--- config.mk ---
export PLATFORM = sky130hd
export DESIGN_NAME = mem_port_arbiter_flat
export DESIGN_NICKNAME = d
export VERILOG_FILES = /design/src/rtl/mem_port_arbiter_if.sv /design/src/rtl/mem_port_arbiter.sv /design/src/flat_wrapper.sv
export SDC_FILE = /design/constraint.sdc
export NUM_CORES = 1
export LEC_CHECK = 0
export BUFFER_PORTS_ARGS = -buffer_cell sky130_fd_sc_hd__buf_2
export CAP_MARGIN = 20
export CORE_ASPECT_RATIO = 1.4
export CORE_MARGIN = 2
export CORE_UTILIZATION = 45
export CTS_CLUSTER_DIAMETER = 120
export CTS_CLUSTER_SIZE = 24
export DETAILED_ROUTE_END_ITERATION = 12
export HOLD_SLACK_MARGIN = 0.15
export PLACE_DENSITY = 0.9
export REMOVE_ABC_BUFFERS = 1
export SLEW_MARGIN = 20
export SYNTH_ARGS = -nofsm -noshare
export SYNTH_HDL_FRONTEND = slang
export SYNTH_SLANG_ARGS = --single-unit
--- constraint.sdc ---
create_clock -name clk_i -period 5.2 [get_ports clk_i]
set_clock_uncertainty 0.05 [all_clocks]
set_input_delay 0.78 -clock clk_i [delete_from_list [all_inputs] [get_ports clk_i]]
set_output_delay 0.78 -clock clk_i [all_outputs]
set_load 0.005 [all_outputs]
--- src/rtl/mem_port_arbiter_if.sv ---
// Bundle of every signal between the IF/MEM pipeline stages, the shared
// single-ported memory and the arbiter that sits between them.
// The slave modport is the arbiter's view; the master modport is the
// view of whatever surrounds it (pipeline plus memory).
interface mem_port_arbiter_if #(
    parameter int ADDR_W = 32,
    parameter int DATA_W = 32
);
    // instruction-fetch requester
    logic              if_req_i;
    logic [ADDR_W-1:0] if_addr_i;
    logic              if_ready_o;
    logic [DATA_W-1:0] if_data_o;

    // load/store requester
    logic              dm_req_i;
    logic              dm_we_i;
    logic [ADDR_W-1:0] dm_addr_i;
    logic [DATA_W-1:0] dm_wdata_i;
    logic              dm_ready_o;
    logic [DATA_W-1:0] dm_rdata_o;

    // shared memory port
    logic              mem_en_o;
    logic              mem_we_o;
    logic [ADDR_W-1:0] mem_addr_o;
    logic [DATA_W-1:0] mem_wdata_o;
    logic [DATA_W-1:0] mem_rdata_i;

    // pipeline freeze
    logic              stall_o;

    modport slave (
        input  if_req_i, if_addr_i,
        input  dm_req_i, dm_we_i, dm_addr_i, dm_wdata_i,
        input  mem_rdata_i,
        output if_ready_o, if_data_o,
        output dm_ready_o, dm_rdata_o,
        output mem_en_o, mem_we_o, mem_addr_o, mem_wdata_o,
        output stall_o
    );

    modport master (
        output if_req_i, if_addr_i,
        output dm_req_i, dm_we_i, dm_addr_i, dm_wdata_i,
        output mem_rdata_i,
        input  if_ready_o, if_data_o,
        input  dm_ready_o, dm_rdata_o,
        input  mem_en_o, mem_we_o, mem_addr_o, mem_wdata_o,
        input  stall_o
    );
endinterface

--- src/rtl/mem_port_arbiter.sv ---
// Round-robin arbiter sharing one fixed-latency, single-ported memory between
// instruction fetch (IF) and load/store (DM). Each access occupies the memory
// for LAT cycles; the requester gets a one-cycle ready pulse afterwards.
// Back-to-back grants keep the memory busy with no idle cycle in between.
// stall_o is the only combinational output.
module mem_port_arbiter #(
    parameter int ADDR_W = 32,
    parameter int DATA_W = 32,
    parameter int LAT    = 2
) (
    input  logic                 clk_i,
    input  logic                 rst_i,
    mem_port_arbiter_if.slave    bus
);

    localparam int              CNT_W    = (LAT > 1) ? $clog2(LAT) : 1;
    localparam logic [CNT_W-1:0] CNT_LAST = CNT_W'(LAT - 1);

    typedef enum logic [1:0] {
        IDLE   = 2'd0,
        ACC_IF = 2'd1,
        ACC_DM = 2'd2
    } state_t;

    state_t             state_reg;
    logic [CNT_W-1:0]   cnt_reg;
    logic               last_dm_reg;      // 1: DM held the most recent grant

    logic               if_ready_reg;
    logic [DATA_W-1:0]  if_data_reg;
    logic               dm_ready_reg;
    logic [DATA_W-1:0]  dm_rdata_reg;
    logic               mem_en_reg;
    logic               mem_we_reg;
    logic [ADDR_W-1:0]  mem_addr_reg;
    logic [DATA_W-1:0]  mem_wdata_reg;

    logic               final_edge;
    logic               take_edge;
    logic               if_cand;
    logic               dm_cand;
    logic               grant_if;
    logic               grant_dm;

    // Decide whether this edge may grant, and whom. A requester is not a
    // candidate while its ready pulse is showing, nor at the final edge of its
    // own access (its ready is still one cycle away and its level request is
    // still up), so a held request is never issued twice.
    always_comb begin
        final_edge = 1'b0;
        take_edge  = 1'b0;
        if_cand    = 1'b0;
        dm_cand    = 1'b0;
        grant_if   = 1'b0;
        grant_dm   = 1'b0;

        final_edge = (state_reg != IDLE) && (cnt_reg == CNT_LAST);
        take_edge  = (state_reg == IDLE) || final_edge;

        if_cand = bus.if_req_i & ~if_ready_reg & (state_reg != ACC_IF);
        dm_cand = bus.dm_req_i & ~dm_ready_reg & (state_reg != ACC_DM);

        // On contention the side that did not win last time goes next.
        grant_dm = take_edge & dm_cand & (~if_cand | ~last_dm_reg);
        grant_if = take_edge & if_cand & ~grant_dm;
    end

    // Access sequencer: state, cycle counter, round-robin memory and all
    // registered outputs move together here.
    always_ff @(posedge clk_i or posedge rst_i) begin
        if (rst_i) begin
            state_reg     <= IDLE;
            cnt_reg       <= '0;
            last_dm_reg   <= 1'b0;
            if_ready_reg  <= 1'b0;
            if_data_reg   <= '0;
            dm_ready_reg  <= 1'b0;
            dm_rdata_reg  <= '0;
            mem_en_reg    <= 1'b0;
            mem_we_reg    <= 1'b0;
            mem_addr_reg  <= '0;
            mem_wdata_reg <= '0;
        end else begin
            // ready is a single-cycle pulse unless re-armed below
            if_ready_reg <= 1'b0;
            dm_ready_reg <= 1'b0;

            if (final_edge) begin
                // read data is valid in the last access cycle only
                if (state_reg == ACC_IF) begin
                    if_data_reg  <= bus.mem_rdata_i;
                    if_ready_reg <= 1'b1;
                end else begin
                    if (!mem_we_reg) begin
                        dm_rdata_reg <= bus.mem_rdata_i;
                    end
                    dm_ready_reg <= 1'b1;
                end
            end

            if (take_edge) begin
                cnt_reg <= '0;
                if (grant_dm) begin
                    state_reg     <= ACC_DM;
                    last_dm_reg   <= 1'b1;
                    mem_en_reg    <= 1'b1;
                    mem_we_reg    <= bus.dm_we_i;
                    mem_addr_reg  <= bus.dm_addr_i;
                    mem_wdata_reg <= bus.dm_wdata_i;
                end else if (grant_if) begin
                    state_reg     <= ACC_IF;
                    last_dm_reg   <= 1'b0;
                    mem_en_reg    <= 1'b1;
                    mem_we_reg    <= 1'b0;
                    mem_addr_reg  <= bus.if_addr_i;
                end else begin
                    // nothing pending: release the memory, keep address/data
                    state_reg  <= IDLE;
                    mem_en_reg <= 1'b0;
                    mem_we_reg <= 1'b0;
                end
            end else begin
                cnt_reg <= cnt_reg + 1'b1;
            end
        end
    end

    assign bus.if_ready_o  = if_ready_reg;
    assign bus.if_data_o   = if_data_reg;
    assign bus.dm_ready_o  = dm_ready_reg;
    assign bus.dm_rdata_o  = dm_rdata_reg;
    assign bus.mem_en_o    = mem_en_reg;
    assign bus.mem_we_o    = mem_we_reg;
    assign bus.mem_addr_o  = mem_addr_reg;
    assign bus.mem_wdata_o = mem_wdata_reg;

    // Freeze while anyone waits; drops in the ready cycle so the pipeline
    // advances exactly once per completed access.
    assign bus.stall_o = (bus.if_req_i & ~if_ready_reg) |
                         (bus.dm_req_i & ~dm_ready_reg);

endmodule

--- src/flat_wrapper.sv ---
// flat-port wrapper written by rule: the top's interface ports become plain ports
module mem_port_arbiter_flat 
#(
    parameter int ADDR_W = 32,
    parameter int DATA_W = 32,
    parameter int LAT    = 2
)
  (clk_i, rst_i, bus_if_req_i, bus_if_addr_i, bus_dm_req_i, bus_dm_we_i, bus_dm_addr_i, bus_dm_wdata_i, bus_mem_rdata_i, bus_if_ready_o, bus_if_data_o, bus_dm_ready_o, bus_dm_rdata_o, bus_mem_en_o, bus_mem_we_o, bus_mem_addr_o, bus_mem_wdata_o, bus_stall_o);
  mem_port_arbiter_if #(.ADDR_W(ADDR_W), .DATA_W(DATA_W)) bus_i ();
  input  logic clk_i;
  input  logic rst_i;
  input wire logic [$bits(bus_i.if_req_i)-1:0] bus_if_req_i;
  input wire logic [$bits(bus_i.if_addr_i)-1:0] bus_if_addr_i;
  input wire logic [$bits(bus_i.dm_req_i)-1:0] bus_dm_req_i;
  input wire logic [$bits(bus_i.dm_we_i)-1:0] bus_dm_we_i;
  input wire logic [$bits(bus_i.dm_addr_i)-1:0] bus_dm_addr_i;
  input wire logic [$bits(bus_i.dm_wdata_i)-1:0] bus_dm_wdata_i;
  input wire logic [$bits(bus_i.mem_rdata_i)-1:0] bus_mem_rdata_i;
  output wire logic [$bits(bus_i.if_ready_o)-1:0] bus_if_ready_o;
  output wire logic [$bits(bus_i.if_data_o)-1:0] bus_if_data_o;
  output wire logic [$bits(bus_i.dm_ready_o)-1:0] bus_dm_ready_o;
  output wire logic [$bits(bus_i.dm_rdata_o)-1:0] bus_dm_rdata_o;
  output wire logic [$bits(bus_i.mem_en_o)-1:0] bus_mem_en_o;
  output wire logic [$bits(bus_i.mem_we_o)-1:0] bus_mem_we_o;
  output wire logic [$bits(bus_i.mem_addr_o)-1:0] bus_mem_addr_o;
  output wire logic [$bits(bus_i.mem_wdata_o)-1:0] bus_mem_wdata_o;
  output wire logic [$bits(bus_i.stall_o)-1:0] bus_stall_o;
  assign bus_i.if_req_i = bus_if_req_i;
  assign bus_i.if_addr_i = bus_if_addr_i;
  assign bus_i.dm_req_i = bus_dm_req_i;
  assign bus_i.dm_we_i = bus_dm_we_i;
  assign bus_i.dm_addr_i = bus_dm_addr_i;
  assign bus_i.dm_wdata_i = bus_dm_wdata_i;
  assign bus_i.mem_rdata_i = bus_mem_rdata_i;
  assign bus_if_ready_o = bus_i.if_ready_o;
  assign bus_if_data_o = bus_i.if_data_o;
  assign bus_dm_ready_o = bus_i.dm_ready_o;
  assign bus_dm_rdata_o = bus_i.dm_rdata_o;
  assign bus_mem_en_o = bus_i.mem_en_o;
  assign bus_mem_we_o = bus_i.mem_we_o;
  assign bus_mem_addr_o = bus_i.mem_addr_o;
  assign bus_mem_wdata_o = bus_i.mem_wdata_o;
  assign bus_stall_o = bus_i.stall_o;
  mem_port_arbiter #(.ADDR_W(ADDR_W), .DATA_W(DATA_W), .LAT(LAT)) u_core (.clk_i(clk_i), .rst_i(rst_i), .bus(bus_i));
endmodule
=== Word-level counts from Yosys, hierarchy flattened ===
Cells that the tools add are included.

* Bits in registers: 136
* Output and inout port bits: 133
* Logic and storage cells: 55

* Add/subtract/negate cells: 1
* Eq/ne operators: 3
* Muxes and demuxes: 14
* Bitwise operators: 17
* Reductions and logical operators: 9

{| class="wikitable"
|+ Operators by type and width
! operator !! number
|-
| 32-bit two-way mux || 2
|-
| 1-bit two-way mux || 11
|-
| 1-bit bitwise AND || 8
|-
| 1-bit inverter || 7
|-
| 2-bit AND reduction || 3
|-
| 2-bit nonzero test || 2
|-
| 3-bit AND reduction || 1
|-
| 2-bit by 1-bit equality test with 1-bit output (second input constant) || 1
|-
| 2-bit logical NOT || 1
|-
| 2-bit two-way mux || 1
|-
| 2-bit by 1-bit inequality test with 1-bit output (second input constant) || 1
|-
| 2-bit inequality test (second input constant) || 1
|-
| 1-bit bitwise OR || 2
|-
| 1-bit adder (second input constant) || 1
|-
| 1-bit logical AND || 1
|-
| 1-bit logical OR || 1
|}

=== Longest topological paths before layout ===
* Word-level depth: 10
* Mapped depth: 6
* Depth with buffers taken out: 4

=== Worst setup path before layout ===
OpenSTA, ideal clock, no wires.

* Path kind: input -> register
* From: input port bus_if_req_i
* To: register u_core.mem_wdata_reg[0] (netlist: u_core.bus.mem_wdata_o[0])
* Setup time: 0.127 ns
* Data arrival time: 1.835 ns
* Required time: 5.023 ns
* Slack: 3.188 ns
* Stages: 5
* Path buffers: 2
* Cells stage by stage: and3b_1 a221oi_2 buf_4 buf_8 mux2_1

* Word-level cells in the longest chain between the ends: 6

{| class="wikitable"
|+ Ends and longest elaborated chain
! item !! RTL line !! source
|-
| start: declaration || flat_wrapper.sv:12 || <nowiki>input wire logic [$bits(bus_i.if_req_i)-1:0] bus_if_req_i;</nowiki>
|-
| 1-bit bitwise AND (2 in a row) || mem_port_arbiter.sv:60 || <nowiki>if_cand = bus.if_req_i & ~if_ready_reg & (state_reg != ACC_IF);</nowiki>
|-
| 1-bit inverter || mem_port_arbiter.sv:64 || <nowiki>grant_dm = take_edge & dm_cand & (~if_cand | ~last_dm_reg);</nowiki>
|-
| 1-bit bitwise OR || mem_port_arbiter.sv:64 ||
|-
| 1-bit bitwise AND || mem_port_arbiter.sv:64 ||
|-
| 2-bit AND reduction (no source line) || - ||
|-
| end signal: assignment || mem_port_arbiter.sv:109 || <nowiki>mem_wdata_reg <= bus.dm_wdata_i;</nowiki>
|-
| end: declaration || mem_port_arbiter.sv:36 || <nowiki>logic [DATA_W-1:0] mem_wdata_reg;</nowiki>
|}

Every way passes these cells.
A chain may end at the register's enable or synchronous reset.

=== Worst setup path after layout ===
* From: register u_core.state_reg[0]
* To: register u_core.mem_wdata_reg[13] (netlist: u_core.bus.mem_wdata_o[13])

* Word-level cells in the longest chain between the ends: 6

{| class="wikitable"
|+ Ends and longest elaborated chain
! item !! RTL line !! source
|-
| start: declaration || mem_port_arbiter.sv:25 || <nowiki>state_t state_reg;</nowiki>
|-
| start signal: assignment || mem_port_arbiter.sv:72 || <nowiki>state_reg <= IDLE;</nowiki>
|-
| start signal: assignment || mem_port_arbiter.sv:104 || <nowiki>state_reg <= ACC_DM;</nowiki>
|-
| start signal: assignment || mem_port_arbiter.sv:111 || <nowiki>state_reg <= ACC_IF;</nowiki>
|-
| 2-bit by 1-bit inequality test with 1-bit output / 2-bit nonzero test (equally long branches) || mem_port_arbiter.sv:60, mem_port_arbiter.sv:57 ||
|-
| 1-bit bitwise AND / 1-bit logical AND (equally long branches) || mem_port_arbiter.sv:60, mem_port_arbiter.sv:57 ||
|-
| 1-bit inverter / 1-bit logical OR (equally long branches) || mem_port_arbiter.sv:64, mem_port_arbiter.sv:58 ||
|-
| 1-bit bitwise OR / 1-bit bitwise AND (equally long branches) || mem_port_arbiter.sv:64 ||
|-
| 1-bit bitwise AND || mem_port_arbiter.sv:64 ||
|-
| 2-bit AND reduction (no source line) * || - ||
|}

Mark *: on every way between the ends. The rest lies on a longest branch, timed or not.

==> impl_results.md <==
- Area share of the largest cell type after synthesis: 62.9%
- Buf/Inv on CP: 1
- GRT Overall Usage: 20.0%
- Hold slack: 0.431 ns
- Seq pwr share: 39.0%
- Total clock sinks: 136
- Clock slew at reported path FFs: 0.05 ns
- Fin. Hold Viols: 0
- Clk Latency, worst-skew pair: 0.39 ns
- Via/cell ratio: 4.94
- Placed cells: 768
- Most numerous cell in the Yosys netlist: dfrtp_1
- Number of synthesized flops with an enable pin: 0
- Dominant cell type by area after synthesis: dfrtp_1
- Post-DP HPWL: 9.72 mm
- Critical Path Sink Type: flop
- GP Congestion: 0.827
- Critical hold path startpoint: u_core.bus.mem_wdata_o[24]$_DFFE_PP0P_
- Post_cts resized: 0
- Synth warn: 0
- Sequential area share after synthesis: 62.9%
- Switching Share: 31.2%
- Clock power share: 24.6%
- Setup TNS: 0 ns
- Routed wire length per instance: 16.2 um
- HP Class: flop to flop
- Initial drt markers: 86
- Final Setup Violations: 0
- Mapped Area: 5410 um2
- Initial Util: 46.0%
- Die W: 96.7 um
- Synthesized area per cell: 14.5 um2
- Vias in the first global route: 4266
- Final nets: 773
- Worst r2r path cells: 4
- Status: finished clean
- GRT overflow: 0
- R2r setup slk: 2.93 ns
- Psw: 1.50 mW
- Vias post-DR: 3943
- Hold Path End: u_core.bus.mem_wdata_o[24]$_DFFE_PP0P_
- Final Power: 4.83 mW
- 1st-pass router iterations: 4
- Number of synthesized register bits: 136
- Die area: 12900 um2
- Internal: 3.32 mW
- CTS max path bufs: 2
- Ranking of synthesized cells by area: dfrtp_1 63%, mux2_2 13%, mux2_1 7.3%
- Critical Path RT: 5.41 ns
- Ant diodes: 0
- Stages on the worst setup path: 4
- Final worst path period need: 2.27 ns
- Hold Crit Depth: 1
- Synth top cells by count: 136 x dfrtp_1, 61 x mux2_2, 35 x mux2_1, 35 x nand2_1, 32 x mux2i_1
- Critical path class: flop to flop
- First-pass GRT wire length: 20.7 mm
- Hold buffers post-CTS: 0
- Unrepaired setup endpoints after global routing: false
- Core area: 11800 um2
- Clock root buffer: clkbuf_16
- Post-synth top flop: dfrtp_1
- Pwr dens: 651 nW/um2
- Reg-to-Reg Start: u_core.state_reg[0]$_DFFE_PP0P_
- Rows: 47
- WL final: 12.9 mm
- Largest net degree at the start of global routing: 137
- Initial antenna violation count: 0
- Slew Limit Fails: 0
- I/O pin cnt: 266
- Worst-path maximum fanout: 91
- Maxcap violations: 0
- Area Overhead vs Synth: 37.1%
- Worst Setup Start Kind: flop
- Pleak: 3.67 nW
- Synth cell types: 25
- Setup bufs post-CTS: 0
- Final non-filler cell total: 798
- Post-synthesis cell count: 373
- Peak VDD IR: 0.366 mV
- Worst path slowest cell: a221oi_4
- Worst slew margin: 54.6%
- Async S/R FF share, synth: 100%
- DRT antenna net count: 0
- Maximum clock rate: 0.440 GHz
- Die Y: 134 um
- Worst slew pin tran: 0.682 ns
- TritonCTS Buffers: 17
- Reg2reg end: u_core.bus.mem_wdata_o[13]$_DFFE_PP0P_
- Worst path max stage delay: 0.55 ns
- Comb power frac: 36.4%
- Cell family with most CP delay: compound AO/OA/AOI/OAI gates
- Crit-path cells: or2_4 -> a221oi_4 -> buf_12 -> mux2_1
- Critical Path AT: 2.48 ns
- DRC viols: 0
- Final Cycle Share: 43.7%
- CTS tree: built
- IO buf count: 265
- Layout cell share with drive strength beyond 1: 56.1%
- H-tree levels: 4
## worst reg2reg max path, delay by kind of cell, from the launching register on
kind	cells	cell delay [ns]
flops	1	0.40
mux	1	0.47
simple gates	1	0.29
compound gates	1	0.55
buf+inv	1	0.38
## stage by stage
| stage | setup slack, ns | utilization, % | area, um2 |
|---|---|---|---|
| after CTS | 2.95 | 63.1 | 7420 |
| final | 2.93 | 63.1 | 7420 |
| after detailed placement | 2.60 | 58.1 | 6830 |
| after floorplan | 0.0807 | - | 5240 |
| after global routing | 2.85 | 63.1 | 7420 |
| after global placement | 2.67 | 58.1 | 6830 |
## placed cells by master (no fill, tap or decap), types with 3 or more instances in the layout
master       n
clkbuf_16   17
o21ai_0     27
nand2_1     35
dfrtp_1    136
nand2b_1     4
bufinv_16    3
mux2i_1     32
clkinv_2     4
clkinv_4     3
mux2_1      35
inv_1        4
mux2_2      61
o21ai_1      5
buf_2      265
buf_4        3
## worst max path at each step
| stage | start | end | slack (ns) |
|---|---|---|---|
| 3_5_place_dp | bus_if_req_i | u_core.bus.mem_wdata_o[13]$_DFFE_PP0P_ | 2.60 |
| 3_3_place_gp | bus_if_req_i | u_core.bus.mem_wdata_o[30]$_DFFE_PP0P_ | 2.67 |
| 6_report | u_core.state_reg[0]$_DFFE_PP0P_ | u_core.bus.mem_wdata_o[13]$_DFFE_PP0P_ | 2.93 |
| 2_1_floorplan | bus_if_req_i | u_core.bus.mem_addr_o[10]$_DFFE_PP0P_ | 0.08 |
| 5_1_grt | u_core.state_reg[0]$_DFFE_PP0P_ | u_core.bus.mem_wdata_o[13]$_DFFE_PP0P_ | 2.85 |
| 4_1_cts | u_core.state_reg[0]$_DFFE_PP0P_ | u_core.bus.mem_wdata_o[13]$_DFFE_PP0P_ | 2.95 |
## cells by family (layout without fill, tap and decap cells)
family / Yosys count / count (layout) / synth area share (%)
DFF: 136 / 136 / 62.9
AOI/OAI and AO/OA: 39 / 39 / 4.30
buffers and inverters: 27 / 305 / 3.51
and+or+nand+nor: 43 / 43 / 3.44
muxes: 128 / 128 / 25.9
## power groups by stage
stage / clock, mW / sequential [mW] / combinational [mW]
finish: 1.19 / 1.89 / 1.76
global route: 1.27 / 1.95 / 1.92
CTS: 1.21 / 1.89 / 1.79
detailed placement: 0 / 1.90 / 1.79
global placement: 0 / 1.85 / 1.69
floorplan: 0 / 1.92 / 0.909
## routing by layer
| metal | global-route usage (%) | vias up | part of all wire [%] |
|---|---|---|---|
| li1 | - | 1824 | - |
| met1 | 20.4 | 1897 | 35 |
| met2 | 36.4 | 190 | 54 |
| met3 | 6.67 | 32 | 7.9 |
| met4 | 9.86 | 0 | 3.0 |
| met5 | 0 | - | 0 |
## final cells by class
class | count | area [um2]
inverter | 5 | 21.3
fill | 888 | 4340
clock buffer | 18 | 439
sequential | 136 | 3400
clock inverter | 12 | 153
multi-input combinational | 210 | 1830
timing repair buffer | 270 | 1390
tap | 147 | 184
Note: power is estimated with default switching activity, not from simulation.
